### src/rtl/sr_cmd_driver_pkg.sv
// sr_cmd_driver_pkg
//   Shared constants for the latch/flop command drivers: FSM state encoding,
//   command op encoding, and a helper that maps (state, op) to the active-low
//   latch line levels.
package sr_cmd_driver_pkg;

   typedef enum logic [1:0] {
      ST_IDLE  = 2'd0,
      ST_PULSE = 2'd1,
      ST_GAP   = 2'd2,
      ST_CHECK = 2'd3
   } state_e;

   localparam logic OP_CLR = 1'b0;
   localparam logic OP_SET = 1'b1;

   // Returns {sbar, rbar}. Only PULSE can pull a line low, and only one line
   // at a time, so the forbidden sbar=rbar=0 combination cannot be encoded.
   function automatic logic [1:0] line_levels(input state_e st, input logic op);
      logic [1:0] lv;
      lv = 2'b11;
      if (st == ST_PULSE) begin
         if (op == OP_SET) begin
            lv = 2'b01;
         end else begin
            lv = 2'b10;
         end
      end else begin
         lv = 2'b11;
      end
      return lv;
   endfunction

endpackage

### src/rtl/sr_cmd_driver_if.sv
// sr_cmd_driver_if
//   Command/latch bundle between a controller and sr_cmd_driver.
//   req_valid/req_op/req_ready : command handshake (op 1=set, 0=clear)
//   sbar/rbar                  : active-low lines to the NAND SR latch
//   q_fb                       : latch q fed back for write confirmation
//   busy/done/err              : status (err valid only with done)
//   slave  : the driver side; master : controller + latch side.
interface sr_cmd_driver_if;
   logic req_valid;
   logic req_op;
   logic req_ready;
   logic sbar;
   logic rbar;
   logic q_fb;
   logic busy;
   logic done;
   logic err;

   modport slave (
      input  req_valid, req_op, q_fb,
      output req_ready, sbar, rbar, busy, done, err
   );

   modport master (
      output req_valid, req_op, q_fb,
      input  req_ready, sbar, rbar, busy, done, err
   );
endinterface

### src/rtl/sr_cmd_driver_pulse_timer.sv
// pulse_timer
//   Loadable CNT_W-bit down-counter with a zero flag. Counts down one per
//   cycle and parks at zero; load takes priority over counting.
//   Ports: clk, reset (sync, active-high), load, load_val, zero.
import sr_cmd_driver_pkg::*;

module pulse_timer #(
   parameter int unsigned CNT_W = 8
) (
   input  logic             clk,
   input  logic             reset,
   input  logic             load,
   input  logic [CNT_W-1:0] load_val,
   output logic             zero
);

   logic [CNT_W-1:0] count_q;
   logic [CNT_W-1:0] count_d;

   // Next count: load, else decrement until zero, then hold.
   always_comb begin
      count_d = count_q;
      if (load) begin
         count_d = load_val;
      end else if (count_q != '0) begin
         count_d = count_q - CNT_W'(1);
      end else begin
         count_d = count_q;
      end
   end

   // Counter register.
   always_ff @(posedge clk) begin
      if (reset) begin
         count_q <= '0;
      end else begin
         count_q <= count_d;
      end
   end

   assign zero = (count_q == '0);

endmodule

### src/rtl/sr_cmd_driver.sv
// sr_cmd_driver
//   Turns set/clear commands into timed active-low sbar/rbar pulses for a
//   cross-coupled NAND SR latch: PULSE_W cycles low on the selected line,
//   GAP_W cycles with both lines high, then one CHECK cycle that compares
//   q_fb against the requested op and pulses done (err on mismatch).
//   Ports: clk, reset (sync, active-high), bus (sr_cmd_driver_if.slave).
import sr_cmd_driver_pkg::*;

module sr_cmd_driver #(
   parameter int unsigned PULSE_W = 4,
   parameter int unsigned GAP_W   = 2,
   parameter int unsigned CNT_W   = 8
) (
   input  logic            clk,
   input  logic            reset,
   sr_cmd_driver_if.slave  bus
);

   localparam logic [CNT_W-1:0] PULSE_LOAD = CNT_W'(PULSE_W - 1);
   localparam logic [CNT_W-1:0] GAP_LOAD   = CNT_W'(GAP_W - 1);

   state_e state_q, state_d;
   logic   op_q, op_d;
   logic   sbar_q, sbar_d;
   logic   rbar_q, rbar_d;
   logic   req_ready_q, req_ready_d;
   logic   busy_q, busy_d;
   logic   done_q, done_d;

   logic             tmr_load_s;
   logic [CNT_W-1:0] tmr_val_s;
   logic             tmr_zero_s;

   pulse_timer #(.CNT_W(CNT_W)) u_timer (
      .clk      (clk),
      .reset    (reset),
      .load     (tmr_load_s),
      .load_val (tmr_val_s),
      .zero     (tmr_zero_s)
   );

   // Next-state logic, timer loads, and next values of the registered outputs.
   always_comb begin
      state_d    = state_q;
      op_d       = op_q;
      tmr_load_s = 1'b0;
      tmr_val_s  = PULSE_LOAD;
      case (state_q)
         ST_IDLE: begin
            // req_ready_q is low in the reset cycle, so no capture there.
            if (bus.req_valid && req_ready_q) begin
               state_d    = ST_PULSE;
               op_d       = bus.req_op;
               tmr_load_s = 1'b1;
               tmr_val_s  = PULSE_LOAD;
            end else begin
               state_d = ST_IDLE;
            end
         end
         ST_PULSE: begin
            if (tmr_zero_s) begin
               state_d    = ST_GAP;
               tmr_load_s = 1'b1;
               tmr_val_s  = GAP_LOAD;
            end else begin
               state_d = ST_PULSE;
            end
         end
         ST_GAP: begin
            if (tmr_zero_s) begin
               state_d = ST_CHECK;
            end else begin
               state_d = ST_GAP;
            end
         end
         ST_CHECK: begin
            state_d = ST_IDLE;
         end
         default: begin
            state_d = ST_IDLE;
         end
      endcase

      // Outputs are decoded from the next state so they align with the state
      // register: the line drops the cycle after the handshake.
      {sbar_d, rbar_d} = line_levels(state_d, op_d);
      req_ready_d      = (state_d == ST_IDLE);
      busy_d           = (state_d != ST_IDLE);
      done_d           = (state_d == ST_CHECK);
   end

   // State, captured op and registered outputs; reset truncates any pulse.
   always_ff @(posedge clk) begin
      if (reset) begin
         state_q     <= ST_IDLE;
         op_q        <= OP_CLR;
         sbar_q      <= 1'b1;
         rbar_q      <= 1'b1;
         req_ready_q <= 1'b0;
         busy_q      <= 1'b0;
         done_q      <= 1'b0;
      end else begin
         state_q     <= state_d;
         op_q        <= op_d;
         sbar_q      <= sbar_d;
         rbar_q      <= rbar_d;
         req_ready_q <= req_ready_d;
         busy_q      <= busy_d;
         done_q      <= done_d;
      end
   end

   assign bus.sbar      = sbar_q;
   assign bus.rbar      = rbar_q;
   assign bus.req_ready = req_ready_q;
   assign bus.busy      = busy_q;
   assign bus.done      = done_q;
   // q_fb is only meaningful in CHECK, which is exactly when done_q is high.
   assign bus.err       = done_q & (bus.q_fb != op_q);

endmodule

### src/flat_wrapper.sv
// flat-port wrapper written by rule: the top's interface ports become plain ports
module sr_cmd_driver_flat 
#(
   parameter int unsigned PULSE_W = 4,
   parameter int unsigned GAP_W   = 2,
   parameter int unsigned CNT_W   = 8
)
  (clk, reset, bus_req_valid, bus_req_op, bus_q_fb, bus_req_ready, bus_sbar, bus_rbar, bus_busy, bus_done, bus_err);
  sr_cmd_driver_if bus_i ();
  input  logic clk;
  input  logic reset;
  input wire logic [$bits(bus_i.req_valid)-1:0] bus_req_valid;
  input wire logic [$bits(bus_i.req_op)-1:0] bus_req_op;
  input wire logic [$bits(bus_i.q_fb)-1:0] bus_q_fb;
  output wire logic [$bits(bus_i.req_ready)-1:0] bus_req_ready;
  output wire logic [$bits(bus_i.sbar)-1:0] bus_sbar;
  output wire logic [$bits(bus_i.rbar)-1:0] bus_rbar;
  output wire logic [$bits(bus_i.busy)-1:0] bus_busy;
  output wire logic [$bits(bus_i.done)-1:0] bus_done;
  output wire logic [$bits(bus_i.err)-1:0] bus_err;
  assign bus_i.req_valid = bus_req_valid;
  assign bus_i.req_op = bus_req_op;
  assign bus_i.q_fb = bus_q_fb;
  assign bus_req_ready = bus_i.req_ready;
  assign bus_sbar = bus_i.sbar;
  assign bus_rbar = bus_i.rbar;
  assign bus_busy = bus_i.busy;
  assign bus_done = bus_i.done;
  assign bus_err = bus_i.err;
  sr_cmd_driver #(.PULSE_W(PULSE_W), .GAP_W(GAP_W), .CNT_W(CNT_W)) u_core (.clk(clk), .reset(reset), .bus(bus_i));
endmodule
### config.mk
export PLATFORM = sky130hd
export DESIGN_NAME = sr_cmd_driver_flat
export DESIGN_NICKNAME = d
export VERILOG_FILES = /design/src/rtl/sr_cmd_driver_pkg.sv /design/src/rtl/sr_cmd_driver_if.sv /design/src/rtl/sr_cmd_driver_pulse_timer.sv /design/src/rtl/sr_cmd_driver.sv /design/src/flat_wrapper.sv
export SDC_FILE = /design/constraint.sdc
export NUM_CORES = 1
export LEC_CHECK = 0
export BUFFER_PORTS_ARGS = -buffer_cell sky130_fd_sc_hd__buf_2
export CAP_MARGIN = 15
export CORE_UTILIZATION = 50
export CTS_CLUSTER_SIZE = 10
export DETAILED_ROUTE_END_ITERATION = 12
export GPL_ROUTABILITY_DRIVEN = 0
export PLACE_DENSITY = 0.68
export SYNTH_ARGS = -nofsm -noshare
export SYNTH_HDL_FRONTEND = slang
export SYNTH_SLANG_ARGS = --single-unit
### constraint.sdc
create_clock -name clk -period 2.9 [get_ports clk]
set_clock_uncertainty 0.05 [all_clocks]
set_input_delay 0.145 -clock clk [delete_from_list [all_inputs] [get_ports clk]]
set_output_delay 0.145 -clock clk [all_outputs]
set_load 0.1 [all_outputs]
==> metrics.log <==
INFO  metric run_status = complete, no violations
INFO  metric hold_class = input pin to flop
INFO  metric clk_latency = 0.29 ns
INFO  metric dpl.hpwl = 853 um
INFO  metric crit_path_start = u_core.u_timer.count_q[0]
INFO  metric max_slew_margin = 67.9%
INFO  metric h-tree-depth = 1
INFO  metric cts.root.buffer_cell = sky130_fd_sc_hd__clkbuf_4
INFO  metric critical_path.n_buffers_inverters = 1
INFO  metric path_clk_slew = 0.09 ns
INFO  metric synth.ff_latch_count = 16
INFO  metric globalRouteOverflowTotal = 0
INFO  metric initial_antenna_violation_count = 0
INFO  metric num_antenna_cells = 0
INFO  metric cp_slowest_stage_delay = 0.38 ns
INFO  metric cp_slowest_cell = sky130_fd_sc_hd__mux2_2
INFO  metric cts_buffers = 3
INFO  metric first_pass_grt_wire_length = 1.68 mm
INFO  metric gr_usage_total = 17.2%
INFO  metric sequential_cell_area = 320 um^2
INFO  metric cts_hold_buffers = 0
INFO  metric worstPathArrival = 1.99 ns
INFO  metric clock.fmax = 550 MHz
INFO  metric drt_iter0_markers = 7
INFO  metric period_needed = 1.82 ns
INFO  metric port_buffers = 10
INFO  metric drt_pass1_iterations = 3
INFO  metric max_cap_viol_count = 0
INFO  metric power.switching_fraction = 43.8%
INFO  metric part_of_the_yosys_area_used_for_sequential_elements = 44.8%
INFO  metric grt_start_max_net_pins = 12
INFO  metric irDropWorstVdd = 629 uV
INFO  metric worst-path-max-fanout = 8
INFO  metric effective_utilization_at_floorplan = 54.2%
INFO  metric worstReg2RegEnd = u_core.u_timer.count_q[0]
INFO  metric synth.avg_cell_area = 9.65 um^2
INFO  metric clockPowerShare = 12.0%
INFO  metric total_routed_wirelength = 1.15 mm
INFO  metric num_vias = 539
INFO  metric setup.worst_path.end_class = flop
INFO  metric post-cts-setup-buffer-count = 0
INFO  metric cts_sinks = 16
INFO  metric setup.reg_to_reg.worst_slack = 1.08 ns
INFO  metric fillCellCount = 111
INFO  metric internal_power = 556 uW
INFO  metric postSynthNetCount = 80
INFO  metric max-clock-path-buffers = 2
INFO  metric share_comb_of_total_power = 52.8%
INFO  metric worstSetupPathDepth = 6
INFO  metric tritoncts = done
INFO  metric design.die.area = 1580 um^2
INFO  metric static-leakage-power = 0.318 nW
INFO  metric worst-r2r-cell-count = 6
INFO  metric vias_per_cell = 5.39
INFO  metric dr_wl_cell = 11.5 um
INFO  metric rr_startpoint = u_core.u_timer.count_q[0]
INFO  metric worst_setup_path_endpoint = u_core.u_timer.count_q[0]
INFO  metric worst_hold_startpoint = bus_req_op
INFO  metric cp_cell_sequence = inv_1 > ha_1 > nor3b_2 > and2_1 > mux2_2 > a21oi_1
INFO  metric mappedNetlistArea = 714 um^2
INFO  metric yosysUniqueCellTypes = 34
INFO  metric synthToLayoutAreaGrowth = 11.6%
INFO  metric chipWidth = 39.8 um
INFO  metric timing_hold_violations_final = 0
INFO  metric floorplan.core_area = 1320 um^2
INFO  metric design.final.nets = 93
INFO  metric worst_slew_pin_slew = 0.485 ns
INFO  metric fraction_of_layout_instances_using_a_drive_strength_above_1 = 22.4%
INFO  metric cp_top_family = simple AND/OR/NAND/NOR gates
INFO  metric timing.critical_path.from_type = flop
INFO  metric post-route-drc-count = 0
INFO  metric design.portCount = 11
INFO  metric yosysWarningCount = 0
INFO  metric setup_viol = 0
INFO  metric seq_power_share = 35.2%
INFO  metric power.switching = 433 uW
INFO  metric power-per-cell-area = 1240 nW/um^2
INFO  metric fp.dieH = 39.8 um
INFO  metric rsz_0062_raised_after_global_routing = false
INFO  metric via_count_of_the_first_global_routing_pass = 397
INFO  metric setup_tns = 0 ns
INFO  metric combined_area_of_the_multi_input_logic_cells = 378 um^2
INFO  metric antenna_left = 0
INFO  metric total_power = 989 uW
INFO  metric cts_resized = 0
INFO  metric final_min_period_over_clock_period = 62.6%
INFO  metric report.final.slew_viol_count = 0
INFO  metric timing.critical_path.required = 3.08 ns
INFO  metric timing_worst_setup_path_type = flop to flop
INFO  metric syn_inst = 74
INFO  metric rows = 13
-- worst reg2reg max path, cell delays in order (launching register included) --
cell and delay, ns:
sky130_fd_sc_hd__dfxtp_1 0.33, sky130_fd_sc_hd__inv_1 0.06, sky130_fd_sc_hd__ha_1 0.16, sky130_fd_sc_hd__nor3b_2 0.30, sky130_fd_sc_hd__and2_1 0.35, sky130_fd_sc_hd__mux2_2 0.38
sky130_fd_sc_hd__a21oi_1 0.13
-- cells in the mapped netlist, drive strengths merged --
| cell | instances | area (um^2) |
|---|---|---|
| dfxtp | 16 | 320 |
| nor2 | 8 | 30.0 |
| a21oi | 7 | 38.8 |
| nand2 | 3 | 13.8 |
| nor2b | 3 | 18.8 |
| nor3b | 3 | 27.5 |
| or3 | 3 | 18.8 |
| xnor2 | 3 | 26.3 |
| and2 | 2 | 12.5 |
| clkbuf | 2 | 8.75 |
| inv | 2 | 7.51 |
| mux2 | 2 | 22.5 |
| nand2b | 2 | 12.5 |
| nor4 | 2 | 27.5 |
| o21ai | 2 | 10.0 |
| or4 | 2 | 15.0 |
| a211o | 1 | 8.76 |
| a211oi | 1 | 7.51 |
| a221oi | 1 | 15.0 |
| a31oi | 1 | 6.26 |
| and3 | 1 | 6.26 |
| ha | 1 | 12.5 |
| mux2i | 1 | 10.0 |
| nand3 | 1 | 5.00 |
| nand3b | 1 | 7.51 |
| or2 | 1 | 6.26 |
| or4b | 1 | 10.0 |
| xor2 | 1 | 8.76 |
-- through the flow --
step | instances | instance area (um^2) | utilization [%] | hold slack (ns) | setup WS, ns
after floorplan | 74 | 714 | - | 0.267 | 0.764
after global placement | 97 | 774 | 58.8 | 0.377 | 1.15
after detailed placement | 97 | 774 | 58.8 | 0.388 | 1.09
after CTS | 100 | 797 | 60.5 | 0.0796 | 1.08
after global routing | 100 | 797 | 60.5 | 0.0821 | 0.939
final | 100 | 797 | 60.5 | 0.0760 | 1.08
-- layer usage --
layer / wire length [um] / track usage (%) / up-vias
li1: - / - / 285
met1: 598 / 20.5 / 236
met2: 474 / 24.2 / 13
met3: 49 / 6.82 / 5
met4: 32 / 12.9 / 0
met5: 0 / 0 / -
-- final cells by class --
type,instances,area share [%]
Sequential cell,16,40.2
Inverter,2,0.942
Multi-Input combinational cell,54,47.4
Timing Repair Buffer,10,6.28
Clock buffer,3,2.83
Tap cell,15,2.35
-- how the worst min path moves through the flow --
stage | endpoint | slack [ns] | depth (start not counted)
floorplan | u_core.op_q | 0.27 | 2
global placement | u_core.op_q | 0.38 | 3
detailed placement | u_core.op_q | 0.39 | 3
CTS | u_core.op_q | 0.08 | 3
global route | u_core.op_q | 0.08 | 3
finish | u_core.op_q | 0.08 | 3
-- cells by family after synthesis --
| logic type | after synthesis | synth area share (%) |
|---|---|---|
| AND/OR/NAND/NOR | 33 | 29.6 |
| flip-flops | 16 | 44.8 |
| AO/OA/AOI/OAI | 13 | 12.1 |
| XOR/XNOR | 4 | 4.90 |
| buffers and inverters | 4 | 2.28 |
| multiplexers | 3 | 4.55 |
| adder cells (fa/ha/maj) | 1 | 1.75 |
-- cell usage in the layout, fill, tap and decap left out, types with 3 or more instances in the layout --
cell                       instances
sky130_fd_sc_hd__a21oi_1           6
sky130_fd_sc_hd__nor2_1            8
sky130_fd_sc_hd__or3_1             3
sky130_fd_sc_hd__clkbuf_4          3
sky130_fd_sc_hd__dfxtp_1          16
sky130_fd_sc_hd__nor2b_1           3
sky130_fd_sc_hd__buf_2            10
sky130_fd_sc_hd__xnor2_1           3
-- registers in the layout (all words and copies together), names as in the netlist --
signal	flops
u_core.u_timer.count_q	8
u_core.bus.done	1
u_core.bus.rbar	1
u_core.bus.req_ready	1
u_core.state_q	2
u_core.bus.busy	1
u_core.op_q	1
u_core.bus.sbar	1
-- power groups by stage --
stage          combinational (mW)  clock (mW)  sequential [mW]
6_report                    0.522       0.119            0.348
5_1_grt                     0.578       0.131            0.357
4_1_cts                     0.529       0.122            0.348
3_5_place_dp                0.528           0            0.353
3_3_place_gp                0.522           0            0.353
2_1_floorplan               0.379           0            0.430
Note: power is estimated with default switching activity, not from simulation.
